<file path="src/rtl/bpsk_tx_shaper.sv">
`default_nettype none
// ============================================================================
// Module   : bpsk_tx_shaper
// Purpose  : BPSK transmit pulse shaper. Each bit becomes a +1/-1 symbol
//            (bit 0 -> +1, bit 1 -> -1) and is fed to an OS-times
//            oversampling polyphase FIR with a saturated registered output.
//            A symbol-alignment strobe (o_sync) marks phase-0 samples.
// Options  : TX_PRBS_EN - when defined, an internal PRBS9 (x^9+x^5+1,
//            seed 9'h1FF) supplies the data bits and i_bit is ignored.
// Revision : 1.0 - initial release
// ============================================================================
module bpsk_tx_shaper #(
  parameter int OS     = 4,
  parameter int TAPS   = 6,
  parameter int S_COEF = 8,
  parameter int S_OUT  = 10,
  // Default: a single 127 at coef[OS*(TAPS/2)], everything else zero.
  parameter logic [OS*TAPS*S_COEF-1:0] COEF =
    {{((OS*TAPS - OS*(TAPS/2) - 1)*S_COEF){1'b0}},
     S_COEF'(127),
     {(OS*(TAPS/2)*S_COEF){1'b0}}}
) (
  input  logic                    clock,
  input  logic                    i_reset,
  input  logic                    i_enable,
  input  logic                    i_valid,
  input  logic                    i_bit,
  output logic signed [S_OUT-1:0] o_data,
  output logic                    o_valid,
  output logic                    o_sync
);

  localparam int PW    = (OS > 1) ? $clog2(OS) : 1;
  localparam int IW    = $clog2(OS*TAPS);
  // Full-precision accumulator width, widened to at least the output width
  // so the clamp comparisons are always meaningful.
  localparam int ACC_W = S_COEF + $clog2(TAPS) + 1;
  localparam int SUM_W = (ACC_W > S_OUT) ? ACC_W : S_OUT;
  localparam logic signed [SUM_W-1:0] SAT_MAX = SUM_W'((1 << (S_OUT-1)) - 1);
  localparam logic signed [SUM_W-1:0] SAT_MIN = SUM_W'(-(1 << (S_OUT-1)));
  localparam logic [PW-1:0] LAST_PHASE = PW'(OS - 1);

  logic [PW-1:0]             phase;
  logic [TAPS-1:0]           sym_neg;    // 1 = symbol is -1, 0 = +1
  logic [TAPS-1:0]           occ;        // tap holds a real symbol
  logic [TAPS-1:0]           sym_nxt;
  logic [TAPS-1:0]           occ_nxt;
  logic                      accept;
  logic                      at_sym;
  logic                      new_bit;
  logic signed [SUM_W-1:0]   acc;
  logic signed [SUM_W-1:0]   term;
  logic [IW-1:0]             idx;
  logic signed [S_OUT-1:0]   sat_val;
  logic signed [S_COEF-1:0]  coef_tab [OS*TAPS];

  // Unpack the flat coefficient vector into an addressable table.
  for (genvar n = 0; n < OS*TAPS; n++) begin : g_coef
    assign coef_tab[n] = COEF[n*S_COEF +: S_COEF];
  end

  assign accept = i_enable & i_valid;
  assign at_sym = accept && (phase == '0);

`ifdef TX_PRBS_EN
  logic [8:0] lfsr;
  logic       unused_bit;

  assign unused_bit = i_bit;
  assign new_bit    = lfsr[8];

  // PRBS9 source: steps once per symbol entry, output taken from bit 8.
  always_ff @(posedge clock) begin
    if (!i_reset) begin
      lfsr <= 9'h1FF;
    end else if (at_sym) begin
      lfsr <= {lfsr[7:0], lfsr[8] ^ lfsr[4]};
    end
  end
`else
  assign new_bit = i_bit;
`endif

  // Post-shift symbol/occupancy view, so a bit entered on this strobe
  // already contributes as the newest tap.
  always_comb begin
    sym_nxt = sym_neg;
    occ_nxt = occ;
    if (at_sym) begin
      sym_nxt = {sym_neg[TAPS-2:0], new_bit};
      occ_nxt = {occ[TAPS-2:0], 1'b1};
    end
  end

  // Polyphase dot product for the current phase, then clamp to S_OUT.
  always_comb begin
    acc     = '0;
    term    = '0;
    idx     = '0;
    sat_val = '0;
    for (int k = 0; k < TAPS; k++) begin
      idx  = IW'(k*OS + int'(phase));
      term = {{(SUM_W-S_COEF){coef_tab[idx][S_COEF-1]}}, coef_tab[idx]};
      if (occ_nxt[k]) begin
        acc = sym_nxt[k] ? (acc - term) : (acc + term);
      end
    end
    if (acc > SAT_MAX) begin
      sat_val = SAT_MAX[S_OUT-1:0];
    end else if (acc < SAT_MIN) begin
      sat_val = SAT_MIN[S_OUT-1:0];
    end else begin
      sat_val = acc[S_OUT-1:0];
    end
  end

  // Phase, symbol history and registered outputs; reset wins over enable.
  always_ff @(posedge clock) begin
    if (!i_reset) begin
      phase   <= '0;
      sym_neg <= '0;
      occ     <= '0;
      o_data  <= '0;
      o_valid <= 1'b0;
      o_sync  <= 1'b0;
    end else if (accept) begin
      phase   <= (phase == LAST_PHASE) ? '0 : phase + PW'(1);
      sym_neg <= sym_nxt;
      occ     <= occ_nxt;
      o_data  <= sat_val;
      o_valid <= 1'b1;
      o_sync  <= (phase == '0);
    end else begin
      o_valid <= 1'b0;
      o_sync  <= 1'b0;
    end
  end

endmodule
`default_nettype wire

</file>
<file path="config.mk">
export PLATFORM = sky130hd
export DESIGN_NAME = bpsk_tx_shaper
export DESIGN_NICKNAME = d
export VERILOG_FILES = /design/src/rtl/bpsk_tx_shaper.sv
export SDC_FILE = /design/constraint.sdc
export NUM_CORES = 1
export LEC_CHECK = 0
export BUFFER_PORTS_ARGS = -buffer_cell sky130_fd_sc_hd__buf_2
export CAP_MARGIN = 25
export CORE_MARGIN = 10
export CORE_UTILIZATION = 31
export CTS_CLUSTER_SIZE = 28
export DETAILED_ROUTE_END_ITERATION = 8
export PLACE_DENSITY = 0.63
export SETUP_SLACK_MARGIN = 0.15
export SYNTH_ARGS = -nofsm -noshare
export SYNTH_HDL_FRONTEND = slang
export SYNTH_SLANG_ARGS = --single-unit
</file>
<file path="constraint.sdc">
create_clock -name clock -period 1.5 [get_ports clock]
set_input_delay 0.3 -clock clock [delete_from_list [all_inputs] [get_ports clock]]
set_output_delay 0.3 -clock clock [all_outputs]
set_load 0.03 [all_outputs]
</file>
; ---- After elaboration in Yosys (flattened, before gate mapping)
; Memory sizes are Yosys's and may differ from the RTL's.
; Cells that the tools add are included.
[word_totals]
output_inout_bits = 12
rom_bits = 1536
elab_cells = 78
n_memories = 6
inputBits = 5
reg_bits = 26
[mem_list]
columns = memory, depth, width, rd, rd_ports_with_merged_regs, wr, line_no
row1 = (no name shown), 32, 8, 1, 0, 0, 103  ; term = {{(SUM_W-S_COEF){coef_tab[idx][S_COEF-1]}}, coef_tab[idx]};
row2 = (no name shown), 32, 8, 1, 0, 0, 103
row3 = (no name shown), 32, 8, 1, 0, 0, 103
row4 = (no name shown), 32, 8, 1, 0, 0, 103
row5 = (no name shown), 32, 8, 1, 0, 0, 103
row6 = (no name shown), 32, 8, 1, 0, 0, 103
[op_classes]
eq_ne = 1
bitwise = 7
n_reduce_logical = 3
n_addsub = 17
order_cmp = 8
n_mux = 30
[op_table]
columns = op, n
row1 = 2-to-1 mux 12 bit, 12
row2 = 2-to-1 mux 8 bit, 12
row3 = adder 12 x 8 -> 12 bit, 5
row4 = subtractor 12 x 8 -> 12 bit, 5
row5 = ">= comparator 6 bit, second input constant", 6
row6 = NOT 5 -> 6 bit, 4
row7 = 2-to-1 mux 10 bit, 2
row8 = "greater-than comparator 12 x 10 -> 1 bit, second input constant", 1
row9 = "< comparator 12 x 10 -> 1 bit, second input constant", 1
row10 = 2-to-1 mux 6 bit, 2
row11 = "adder 4 x 2 -> 5 bit, first input constant", 2
row12 = "adder 5 x 2 -> 5 bit, first input constant", 2
row13 = "subtractor 1 x 8 -> 9 bit, first input constant", 1
row14 = NOT 2 -> 6 bit, 1
row15 = NOT 4 -> 6 bit, 1
row16 = "adder 3 x 2 -> 4 bit, first input constant", 1
row17 = "adder 2 x 1 -> 2 bit, second input constant", 1
row18 = "equality test 2 bit, second input constant", 1
row19 = logical NOT 2 bit, 1
row20 = 2-to-1 mux 2 bit, 1
row21 = AND reduction 2 bit, 1
row22 = AND 1 bit, 1
row23 = logical AND 1 bit, 1
row24 = 2-to-1 mux 1 bit, 1

; ---- Logic depth before layout (Yosys ltp)
; Gate-level depths: netlist of the first run.
[depth]
depth_word = 25
ltp_mapped = 5
mapped_depth_nobuf = 4

; ---- Worst setup path before layout of the first run
; No wires, ideal clock.
[synth_path]
kind = flip-flop to flip-flop
from = register phase[0]
to = register occ[0]
path_stages_with_launch = 6
setup_ns = 0.115
n_path_buf = 1
setup_slack_ns = 0.311
arrival_time_ns = 1.074
path_cell_list = dfxtp_1 -> inv_1 -> ha_1 -> and3_1 -> buf_6 -> o21a_1
[synth_between]
elab_chain_cells = 3
[synth_lines]
columns = element, line_no
row1 = "start, declared", 43  ; logic [PW-1:0] phase;
row2 = "start signal, assigned", 127  ; phase <= (phase == LAST_PHASE) ? '0 : phase + PW'(1);
row3 = logical NOT 2 bit, 63  ; assign at_sym = accept && (phase == '0);
row4 = logical AND 1 bit, 63
row5 = 2-to-1 mux 6 bit, 89  ; if (at_sym) begin
row6 = "end signal, assigned", 129  ; occ <= occ_nxt;
row7 = "end, declared", 45  ; logic [TAPS-1:0] occ;
; No other way between the ends.
; A chain may end at the register's enable or synchronous reset.

; ---- Final worst setup path of the first run
; Same ends and word-level chain as after synthesis.

==> results of run 1 <==
-- state kept, by name (all words and copies together) (netlist names) --
signal,count
o_data,3
phase,2
sym_neg,3
occ,3
o_sync,1
o_valid,1
-- power groups by stage --
stage          registers, uW  logic (uW)  clock network [uW]
6_report                 359        57.8                 203
5_1_grt                  361        65.1                 243
4_1_cts                  359        59.0                 219
3_5_place_dp             367        58.9                   0
3_3_place_gp             367        57.8                   0
2_1_floorplan            371        48.0                   0
-- synth_stat cells --
| cell type | instances | area (sq um) |
|---|---|---|
| sky130_fd_sc_hd__and3_1 | 2 | 12.51 |
| sky130_fd_sc_hd__nand3_1 | 1 | 5.000 |
| sky130_fd_sc_hd__nand2_1 | 10 | 37.54 |
| sky130_fd_sc_hd__nand3_2 | 1 | 10.01 |
| sky130_fd_sc_hd__nand4b_1 | 1 | 8.760 |
| sky130_fd_sc_hd__and2_1 | 1 | 6.260 |
| sky130_fd_sc_hd__a21boi_0 | 1 | 7.510 |
| sky130_fd_sc_hd__nor2_1 | 1 | 3.750 |
| sky130_fd_sc_hd__inv_1 | 3 | 11.26 |
| sky130_fd_sc_hd__nor4bb_1 | 1 | 10.01 |
| sky130_fd_sc_hd__dfxtp_1 | 13 | 260.3 |
| sky130_fd_sc_hd__o21a_1 | 2 | 15.01 |
| sky130_fd_sc_hd__a21bo_2 | 2 | 20.02 |
| sky130_fd_sc_hd__mux2i_1 | 5 | 50.05 |
| sky130_fd_sc_hd__o22ai_1 | 2 | 12.51 |
| sky130_fd_sc_hd__ha_1 | 2 | 25.02 |
| sky130_fd_sc_hd__a21oi_1 | 2 | 10.01 |
| sky130_fd_sc_hd__nand4_1 | 2 | 12.51 |
| sky130_fd_sc_hd__buf_2 | 2 | 10.01 |
| sky130_fd_sc_hd__buf_6 | 1 | 11.26 |
| sky130_fd_sc_hd__buf_4 | 9 | 67.56 |
-- area by class of cell --
class | count | share of cell area, %
clock buffers | 4 | 4.008
inverters | 3 | 1.718
well taps | 25 | 4.771
repair buffers | 16 | 12.21
multi-input cells | 36 | 37.60
flip-flops and latches | 13 | 39.69
-- per-layer routing --
metal	wire, microns	share of wire [%]	track usage, %
met5	0	0	0
met4	10	0.97	1.604
met3	154	15	5.052
met2	417	41	7.882
met1	447	43	5.474
-- cell families after synthesis --
family                     count (synthesis)
and+or+nand+nor                           20
buffers and inverters                     15
DFF                                       13
AOI/OAI and AO/OA                          9
muxes                                      5
adders and majority gates                  2
-- path summary, 6_finish.rpt --
path	startpoint	end	slack (ns)	cells past startpoint
worst max-delay path	phase[0]$_SDFFE_PN0N_	occ[0]$_SDFFE_PN0P_	0.25	4
worst min register to register	occ[1]$_SDFFE_PN0P_	occ[2]$_SDFFE_PN0P_	0.47	2
worst max register to register	phase[0]$_SDFFE_PN0N_	occ[0]$_SDFFE_PN0P_	0.25	4
worst min-delay path	i_bit	sym_neg[0]$_SDFFE_PN0P_	0.28	3
-- tightest hold or removal path: stages --
cell,delay (ns)
sky130_fd_sc_hd__buf_2,0.10
sky130_fd_sc_hd__nand2_1,0.04
sky130_fd_sc_hd__mux2i_1,0.06
-- stage by stage --
stage                     worst slack [ns]  total power (uW)
after CTS                           0.2422             637.2
after detailed placement            0.2497             426.3
final                               0.2514             620.3
after floorplan                     0.3109             419.5
after global routing                0.1625             669.0
after global placement              0.3015             424.8
==> results by group, run 1 <==
Synthesis
  • Syn Nets: 71
  • Cells after Synth: 64
  • Yosys warning total: 0
  • Basic-gate share of the synthesized area counting and, or, nand and nor cells: 17.53%
  • Combined area of all synthesized cells: 606.8 sq um
  • Share of synthesized area spent on multiplexers: 8.247%
  • XOR/XNOR Fraction of Synth Area: 0%
  • Synthesized area per cell: 9.482 sq um
  • Adder and majority cell fraction of the synthesized area: 4.124%
  • Count of cell types in the netlist: 21
  • Fraction of the mapped netlist area in compound gates: 10.72%
  • Share of the yosys chip area belonging to registers: 42.89%
  • Synth Register Bits: 13
  • Main combinational cell family by area after synthesis: simple AND/OR/NAND/NOR gates

Worst hold path
  • Worst hold path class: primary input to flop

Die
  • Floorplan core area: 1783 sq um
  • Overall die height: 64.25 microns
  • Num ports: 17
  • Total die area: 4127 sq um
  • DIE WIDTH: 64.25 microns
  • Floorplan row count: 15
  • Effective utilization at floorplan: 34.04%

Critical path
  • Data required time at the worst endpoint: 1.66 ns
  • Type of element launching the critical path: flop
  • Cells traversed along the worst timing path: inv_1 -> ha_1 -> and3_1 -> o21a_1
  • Slowest cell delay on critical path: 0.37 ns
  • Peak fanout along the critical path: 5
  • Crit-path leading delay family: flip-flops
  • Worst EP arrival: 1.41 ns
  • Worst Setup End Kind: flop
  • Crit-path slowest cell: sky130_fd_sc_hd__dfxtp_1
  • Type of the worst setup path: flop to flop
  • Bufs and invs on worst path: 1

Clock network
  • Clock latency of the later-clocked register in the worst-skew pair: 0.27 ns
  • Number of buffers on the longest clock path: 2
  • Number of levels in the clock H-tree: 1
  • Clock slew at the register clock pins of the worst setup and hold paths: 0.07 ns
  • Clock tree from TritonCTS: built
  • Clock net sink count: 13
  • CTS buffer count: 3
  • Clock Root Buffer: sky130_fd_sc_hd__clkbuf_4
  • Post-CTS Setup Repair Bufs: 0
  • Count of hold-fix buffers inserted at cts: 0
  • Resize count post-CTS: 0

Detailed routing
  • Detailed Route Iter0 Violations: 2
  • Count of TritonRoute iterations in the first routing pass: 2
  • Via density per instance: 4.392
  • Number of nets still failing antenna checks after routing: 0
  • Number of remaining DRC errors: 0
  • Wire per inst: 10.61 microns
  • Detailed-route via count: 426
  • Total length of routed wires: 1029 microns

Pwr
  • Psw: 140.0 uW
  • Relative contribution of the clock network to total power: 32.8%
  • Part of the total power dissipated in sequential elements: 57.9%
  • Peak ir drop on the vdd network: 553.2 uV
  • Internal power: 480.3 uW
  • Pwr Density: 946.1 nW/um^2
  • Switching share of power: 22.56%
  • Combinational share of power: 9.3%
  • Leakage component of the power: 0.0003011 uW

Timing
  • Post-layout minimum cycle time: 1.249 ns
  • Worst relative slew slack: 82.65%
  • Max Fclk: 800.9 MHz
  • Total Negative Setup Slacks: 0 ns
  • Worst slew pin tran: 0.2603 ns
  • RSZ-0062 raised after global routing: false
  • Final worst clock skew: 0.001295 ns
  • Final max-slew violation count: 0
  • Post-route clock period utilization: 83.24%
  • Worst hold slack: 0.2798 ns
  • Final Hold Fails: 0
  • Final setup violation count: 0

Global route
  • Number of global-route vias before repair: 405
  • Maximum number of pins on one net before global-route repair: 16
  • First-pass GRT wire length: 1814 microns
  • Overflow left after global routing: 0
  • Overall routing resource usage: 5.414%
  • Number of antenna violations at the first check in global routing: 0

Place
  • Final weighted congestion in routability-driven placement: 0.6806
  • Cell count after placement: 93
  • Half-perimeter wire length after placement: 797.5 microns
  • # port buffers: 16
  • DP Area: 629.4 sq um

Cells and area
  • Post-route cell area: 655.6 sq um
  • Filler Cell Count: 194
  • Most frequent standard cell in the layout excluding fill and tap cells: sky130_fd_sc_hd__buf_2
  • Number of nets in the finished design: 80
  • Non-filler cells in the finished layout: 97
  • Most frequent cells in the layout: sky130_fd_sc_hd__buf_2 (16), sky130_fd_sc_hd__dfxtp_1 (13), sky130_fd_sc_hd__nand2_1 (10), sky130_fd_sc_hd__mux2i_1 (5)
  • Footprint of the multi-input gates: 246.5 sq um
  • Combined flip-flop and latch cell area: 260.3 sq um
  • N_diodes: 0
  • Area added between synthesis and finish: 8.041%
  • Share of cells above drive strength 1: 30.56%
  • Utilization of the core after routing: 36.77%

Run status
  • Result of the run: finished clean

Flow run
  • Count of maximum capacitance violations: 0
(Power assumes the default switching activity.)
==> inputs of run 2 (changes only) <==
PLACE_DENSITY = 0.65   (was 0.63)
clock period = 1 ns   (was 1.5 ns; I/O delays follow)
==> results by group, run 2 (synthesis gave the netlist of run 1 again) <==
Run status
  • Result of the run: finished, violations left
  • Failing checks: setup timing

Detailed routing
  • Number of remaining DRC errors: 0 (unchanged)
  • Wire per inst: 12.97 microns (+22%)
  • Detailed Route Iter0 Violations: 7 (+5)
  • Number of nets still failing antenna checks after routing: 0 (unchanged)
  • Via density per instance: 4.720 (+7.5%)
  • Count of TritonRoute iterations in the first routing pass: 4 (+2)
  • Detailed-route via count: 472 (+11%)
  • Total length of routed wires: 1297 microns (+26%)

Pwr
  • Relative contribution of the clock network to total power: 33.5% (+0.7 points)
  • Psw: 249.9 uW (+79%)
  • Pwr Density: 1264 nW/um^2 (+34%)
  • Switching share of power: 25.23% (+2.7 points)
  • Combinational share of power: 12.4% (+3.1 points)
  • PnR Total Power: 990.4 uW (+60%)
  • Peak ir drop on the vdd network: 510.6 uV (-7.7%)
  • Leakage component of the power: 0.0003213 uW (+6.7%)
  • Internal power: 740.5 uW (+54%)
  • Part of the total power dissipated in sequential elements: 54.2% (-3.7 points)

Critical path
  • Number of cells on the worst reg-to-reg path: 4 (unchanged)
  • Worst Setup End Kind: flop
  • Crit-path slowest cell: sky130_fd_sc_hd__dfxtp_2
  • Slowest cell delay on critical path: 0.34 ns (-0.03 ns)
  • Number of stages on the worst setup path: 4 (unchanged)
  • Register-to-register setup slack: -0.03 ns (-0.28 ns)
  • Data required time at the worst endpoint: 1.21 ns (-0.45 ns)
  • Type of the worst setup path: flop to flop
  • Bufs and invs on worst path: 1 (unchanged)
  • Launch point of the worst reg-to-reg path: phase[1]$_SDFFE_PN0N_
  • Cells traversed along the worst timing path: inv_2 -> ha_4 -> and3_4 -> mux2i_1
  • Type of element launching the critical path: flop
  • Reg-to-Reg End: sym_neg[0]$_SDFFE_PN0P_
  • Crit-path leading delay family: flip-flops
  • Peak fanout along the critical path: 5 (unchanged)
  • Worst EP arrival: 1.24 ns (-0.17 ns)

Timing
  • Final setup violation count: 11 (+11)
  • Final max-slew violation count: 0 (unchanged)
  • Post-layout worst setup margin: -0.03233 ns (-0.2837 ns)
  • Worst slew pin tran: 0.2282 ns (-0.03217 ns)
  • Final Hold Fails: 0 (unchanged)
  • RSZ-0062 raised after global routing: true
  • Max Fclk: 968.7 MHz (+21%)
  • Final worst clock skew: 0.007563 ns (+0.006268 ns)
  • Worst relative slew slack: 84.58% (+1.9 points)
  • Post-route clock period utilization: 103.2% (+20 points)
  • Post-layout minimum cycle time: 1.032 ns (-0.2163 ns)

Die
  • DIE WIDTH: 64.25 microns (unchanged)
  • Floorplan row count: 15 (unchanged)
  • Overall die height: 64.25 microns (unchanged)
  • Total die area: 4127 sq um (unchanged)
  • Effective utilization at floorplan: 34.04% (unchanged)
  • Num ports: 17 (unchanged)
  • Floorplan core area: 1783 sq um (unchanged)

Cells and area
  • Biggest regs: o_data x3, occ x3, sym_neg x3
  • Footprint of the multi-input gates: 281.5 sq um (+14%)
  • Area added between synthesis and finish: 29.07%
  • Post-route cell area: 783.3 sq um (+19%)
  • Most frequent standard cell in the layout excluding fill and tap cells: sky130_fd_sc_hd__nand2_1
  • Most frequent cells in the layout: sky130_fd_sc_hd__nand2_1 (9), sky130_fd_sc_hd__buf_4 (8), sky130_fd_sc_hd__buf_6 (7), sky130_fd_sc_hd__dfxtp_1 (6)
  • N_diodes: 0 (unchanged)
  • Filler Cell Count: 183 (-5.7%)
  • Combined flip-flop and latch cell area: 274.0 sq um (+5.3%)
  • Number of nets in the finished design: 83 (+3.8%)
  • Non-filler cells in the finished layout: 100 (+3.1%)
  • Share of cells above drive strength 1: 54.67% (+24 points)

Global route
  • Number of global-route vias before repair: 460 (+14%)
  • Global-route track usage on met3: 2.439% (-2.6 points)
  • Maximum number of pins on one net before global-route repair: 16 (unchanged)
  • Overall routing resource usage: 6.704% (+1.3 points)
  • Overflow left after global routing: 0 (unchanged)
  • Global routing's busiest layer: met2
  • Number of antenna violations at the first check in global routing: 0 (unchanged)
  • First-pass GRT wire length: 2104 microns (+16%)
  • Met1 Track Usage GR: 5.859% (+0.39 points)
  • Met2 global-route usage: 10.10% (+2.2 points)

Place
  • Cell count after placement: 93 (unchanged)
  • # port buffers: 16 (unchanged)
  • Final weighted congestion in routability-driven placement: 0.6473 (-4.9%)
  • Half-perimeter wire length after placement: 829.7 microns (+4.0%)
  • DP Area: 653.1 sq um (+3.8%)
  • Setup Slack @ Placement: -0.007496 ns (-0.2572 ns)

Worst hold path
  • Hold path depth: 3 (unchanged)
  • Endpoint of the worst hold-timing path: sym_neg[0]$_SDFFE_PN0P_
  • Startpoint of the tightest hold check path: i_bit
  • Worst hold path class: primary input to flop

Clock network
  • Clock slew at the register clock pins of the worst setup and hold paths: 0.08 ns (about the same)
  • Clock net sink count: 13 (unchanged)
  • Number of levels in the clock H-tree: 1 (unchanged)
  • Number of buffers on the longest clock path: 2 (unchanged)
  • CTS buffer count: 3 (unchanged)
  • Clock Root Buffer: sky130_fd_sc_hd__clkbuf_4
  • Clock latency of the later-clocked register in the worst-skew pair: 0.28 ns (about the same)
  • Clock tree from TritonCTS: built

Flow run
  • Count of maximum capacitance violations: 0 (unchanged)
[run 2: changes by cell type in the layout (fill, tap and decap cells not counted), moves of 5 or more]
cell	previous run	this run
sky130_fd_sc_hd__dfxtp_2	0	5
sky130_fd_sc_hd__buf_2	16	4
sky130_fd_sc_hd__buf_6	0	7
sky130_fd_sc_hd__buf_4	0	8
sky130_fd_sc_hd__dfxtp_1	13	6
[run 2: final cells by class]
class,count,area share [%]
clock buffer,4,3.355
tap,25,3.994
inverter,3,1.438
multi-input combinational,36,35.94
timing repair buffer,19,20.29
sequential,13,34.98
[run 2: routing by layer]
metal | wire, microns | vias to the layer above
met2 | 608 | 18
met1 | 487 | 215
met4 | 92 | 0
li1 | - | 232
met5 | 0 | -
met3 | 108 | 7
[run 2: timing repair]
action,in CTS,in global routing
endpoints found under the hold margin,0,0
endpoints found under the setup margin,23,24
hold buffers,0,0
gates resized for setup,25,3
setup buffers,3,0
pin swaps,4,4
[run 2: worst max-delay path by stage]
stage                                          to                   start
after floorplan               occ[0]$_SDFFE_PN0P_   phase[0]$_SDFFE_PN0N_
after global placement        occ[0]$_SDFFE_PN0P_   phase[0]$_SDFFE_PN0N_
after detailed placement    phase[0]$_SDFFE_PN0N_   phase[0]$_SDFFE_PN0N_
after CTS                               o_data[5]  o_data[6]$_SDFFE_PN0N_
after global routing                    o_data[2]  o_data[6]$_SDFFE_PN0N_
final                     sym_neg[0]$_SDFFE_PN0P_   phase[1]$_SDFFE_PN0N_
[run 2: metrics by stage]
step                util (%)  hold slack [ns]  setup TNS, ns
floorplan                  -           0.3423       -0.05554
finish                 43.93           0.1751        -0.2149
global placement       36.63           0.4458              0
global route           43.93           0.1802        -0.7723
CTS                    43.23           0.1705        -0.2766
detailed placement     36.63           0.4623       -0.01710
[run 2: power by group through the flow]
stage / logic, uW / clock network [uW] / registers, uW
2_1_floorplan: 80.0 / 0 / 559
3_3_place_gp: 94.8 / 0 / 552
3_5_place_dp: 96.5 / 0 / 553
4_1_cts: 115 / 342 / 537
5_1_grt: 133 / 362 / 539
6_report: 122 / 331 / 537
[run 2: tightest hold or removal path: stages]
cell and delay (ns):
sky130_fd_sc_hd__buf_2 0.09, sky130_fd_sc_hd__nand2_1 0.05, sky130_fd_sc_hd__mux2i_1 0.06
==> inputs of run 3 (changes only) <==
REMOVE_ABC_BUFFERS = 1   (was unset)
==> results by group, run 3 (synthesis gave the netlist of run 1 again) <==
Cells and area
  • Number of nets in the finished design: 87 (+4.8%)
  • Biggest regs: o_data x3, occ x3, sym_neg x3
  • Most frequent standard cell in the layout excluding fill and tap cells: sky130_fd_sc_hd__buf_6
  • Filler Cell Count: 158 (-14%)
  • N_diodes: 0 (unchanged)
  • Share of cells above drive strength 1: 60.76% (+6.1 points)
  • Most frequent cells in the layout: sky130_fd_sc_hd__buf_6 (15), sky130_fd_sc_hd__nand2_1 (9), sky130_fd_sc_hd__dfxtp_1 (6), sky130_fd_sc_hd__mux2i_1 (5), sky130_fd_sc_hd__dfxtp_2 (5)
  • Non-filler cells in the finished layout: 104 (+4.0%)
  • Area added between synthesis and finish: 45.15%

Die
  • Effective utilization at floorplan: 34.04% (unchanged)
  • Floorplan row count: 15 (unchanged)
  • Overall die height: 64.25 microns (unchanged)
  • Total die area: 4127 sq um (unchanged)
  • Num ports: 17 (unchanged)
  • DIE WIDTH: 64.25 microns (unchanged)
  • Floorplan core area: 1783 sq um (unchanged)

Clock network
  • Count of hold-fix buffers inserted at cts: 0 (unchanged)
  • Number of buffers on the longest clock path: 2 (unchanged)
  • CTS buffer count: 3 (unchanged)
  • Clock Root Buffer: sky130_fd_sc_hd__clkbuf_4
  • Clock tree from TritonCTS: built
  • Clock latency of the later-clocked register in the worst-skew pair: 0.28 ns (about the same)
  • Clock net sink count: 13 (unchanged)
  • Clock slew at the register clock pins of the worst setup and hold paths: 0.08 ns (about the same)
  • Number of levels in the clock H-tree: 1 (unchanged)

Timing
  • Total Negative Setup Slacks: -0.2683 ns (-0.05343 ns)
  • Final max-slew violation count: 0 (unchanged)
  • Max Fclk: 951.3 MHz (-1.8%)
  • Post-route clock period utilization: 105.1% (+1.9 points)
  • RSZ-0062 raised after global routing: true
  • Post-layout worst setup margin: -0.05122 ns (-0.01889 ns)
  • Final worst clock skew: 0.003587 ns (-0.003976 ns)
  • Worst hold slack: 0.1697 ns (-0.005335 ns)
  • Worst slew pin tran: 0.2514 ns (+0.02321 ns)
  • Worst relative slew slack: 83.24% (-1.3 points)
  • Final setup violation count: 8 (-3)
  • Final Hold Fails: 0 (unchanged)
  • Post-layout minimum cycle time: 1.051 ns (+0.01889 ns)

Global route
  • Number of antenna violations at the first check in global routing: 0 (unchanged)
  • Met2 global-route usage: 9.606% (-0.49 points)
  • Met1 Track Usage GR: 6.562% (+0.70 points)
  • First-pass GRT wire length: 2132 microns (+1.3%)
  • Number of global-route vias before repair: 470 (+2.2%)
  • Global routing's busiest layer: met2
  • Overflow left after global routing: 0 (unchanged)
  • Overall routing resource usage: 6.571% (-0.13 points)
  • Global-route track usage on met3: 4.355% (+1.9 points)
  • Maximum number of pins on one net before global-route repair: 16 (unchanged)

Critical path
  • Reg-to-Reg End: phase[0]$_SDFFE_PN0N_
  • Data required time at the worst endpoint: 1.22 ns (about the same)
  • Launch point of the worst reg-to-reg path: phase[1]$_SDFFE_PN0N_
  • Worst Setup End Kind: flop
  • Worst EP arrival: 1.27 ns (+0.03 ns)
  • Register-to-register setup slack: -0.05 ns (-0.02 ns)
  • Crit-path slowest cell: sky130_fd_sc_hd__dfxtp_2
  • Number of cells on the worst reg-to-reg path: 4 (unchanged)
  • Slowest cell delay on critical path: 0.34 ns (about the same)
  • Type of the worst setup path: flop to flop
  • Cells traversed along the worst timing path: buf_6 -> ha_4 -> nor4bb_1 -> o21a_1
  • Type of element launching the critical path: flop
  • Peak fanout along the critical path: 2 (-3)
  • Setup crit start: phase[1]$_SDFFE_PN0N_

Pwr
  • Relative contribution of the clock network to total power: 32.5% (-1.0 points)
  • Peak ir drop on the vdd network: 559.7 uV (+9.6%)
  • Leakage component of the power: 0.0003548 uW (+10%)
  • Pwr Density: 1148 nW/um^2 (-9.2%)
  • Internal power: 755.2 uW (+2.0%)
  • Part of the total power dissipated in sequential elements: 53.0% (-1.2 points)
  • Combinational share of power: 14.5% (+2.1 points)
  • Switching share of power: 25.32% (+0.096 points)
  • Psw: 256.1 uW (+2.5%)
  • PnR Total Power: 1011 uW (+2.1%)

Detailed routing
  • Count of TritonRoute iterations in the first routing pass: 3 (-1)
  • Wire per inst: 12.71 microns (-2.0%)
  • Detailed Route Iter0 Violations: 10 (+3)
  • Number of nets still failing antenna checks after routing: 0 (unchanged)
  • Number of remaining DRC errors: 0 (unchanged)
  • Via density per instance: 4.548 (-3.6%)
  • Total length of routed wires: 1322 microns (+1.9%)
  • Detailed-route via count: 473 (+0.21%)

Place
  • Half-perimeter wire length after placement: 881 microns (+6.2%)
  • Cell count after placement: 99 (+6.5%)
  • Final weighted congestion in routability-driven placement: 0.8402 (+30%)
  • # port buffers: 16 (unchanged)

Run status
  • Result of the run: finished, violations left
  • Failing checks: setup timing

Worst hold path
  • Endpoint of the worst hold-timing path: sym_neg[0]$_SDFFE_PN0P_
  • Worst hold path class: primary input to flop
  • Hold path depth: 3 (unchanged)
  • Startpoint of the tightest hold check path: i_bit

Flow run
  • Count of maximum capacitance violations: 0 (unchanged)
## run 3: critical path, delay by kind of cell (launching register included)
kind,cells,cell delay [ns]
DFF,1,0.34
AOI/OAI and AO/OA,1,0.15
buffers and inverters,1,0.12
and+or+nand+nor,1,0.25
adders and majority gates,1,0.14
## run 3: layout make-up
| class | count | area (sq um) | area share (%) |
|---|---|---|---|
| Multi-Input combinational cell | 36 | 319.1 | 36.22 |
| Sequential cell | 13 | 274.0 | 31.11 |
| Timing Repair Buffer | 23 | 219.0 | 24.86 |
| Tap cell | 25 | 31.28 | 3.551 |
| Clock buffer | 4 | 26.28 | 2.983 |
| Inverter | 3 | 11.26 | 1.278 |
## run 3: timing repair
action / in CTS / in global routing
pin swaps: 7 / 2
cloned: 0 / 0
setup endpoints to repair: 24 / 24
resized for setup: 40 / 13
buffers inserted: 1 / 0
## run 3: how the worst max path moves through the flow
stage | endpoint | slack (ns)
6_report | phase[0]$_SDFFE_PN0N_ | -0.05
5_1_grt | phase[0]$_SDFFE_PN0N_ | -0.09
2_1_floorplan | o_data[6]$_SDFFE_PN0N_ | -0.77
3_5_place_dp | occ[0]$_SDFFE_PN0P_ | -0.14
3_3_place_gp | occ[0]$_SDFFE_PN0P_ | -0.1
4_1_cts | phase[0]$_SDFFE_PN0N_ | -0.05
## run 3: routing by layer
layer	vias up	wire length, microns
li1	240	-
met1	210	576
met2	18	564
met3	5	143
met4	0	37
met5	-	0
## run 3: through the flow
step / setup WS [ns] / area (sq um) / utilization (%)
floorplan: -0.7675 / 518.0 / -
global placement: -0.09977 / 674.4 / 37.82
detailed placement: -0.1416 / 674.4 / 37.82
CTS: -0.04845 / 829.5 / 46.53
global route: -0.08930 / 880.8 / 49.40
finish: -0.05122 / 880.8 / 49.40
## run 3: power by group through the flow
stage / sequential (uW) / combinational, uW / clock [uW]
2_1_floorplan: 558 / 43.7 / 0
3_3_place_gp: 549 / 107 / 0
3_5_place_dp: 550 / 109 / 0
4_1_cts: 535 / 131 / 342
5_1_grt: 537 / 159 / 385
6_report: 536 / 147 / 328
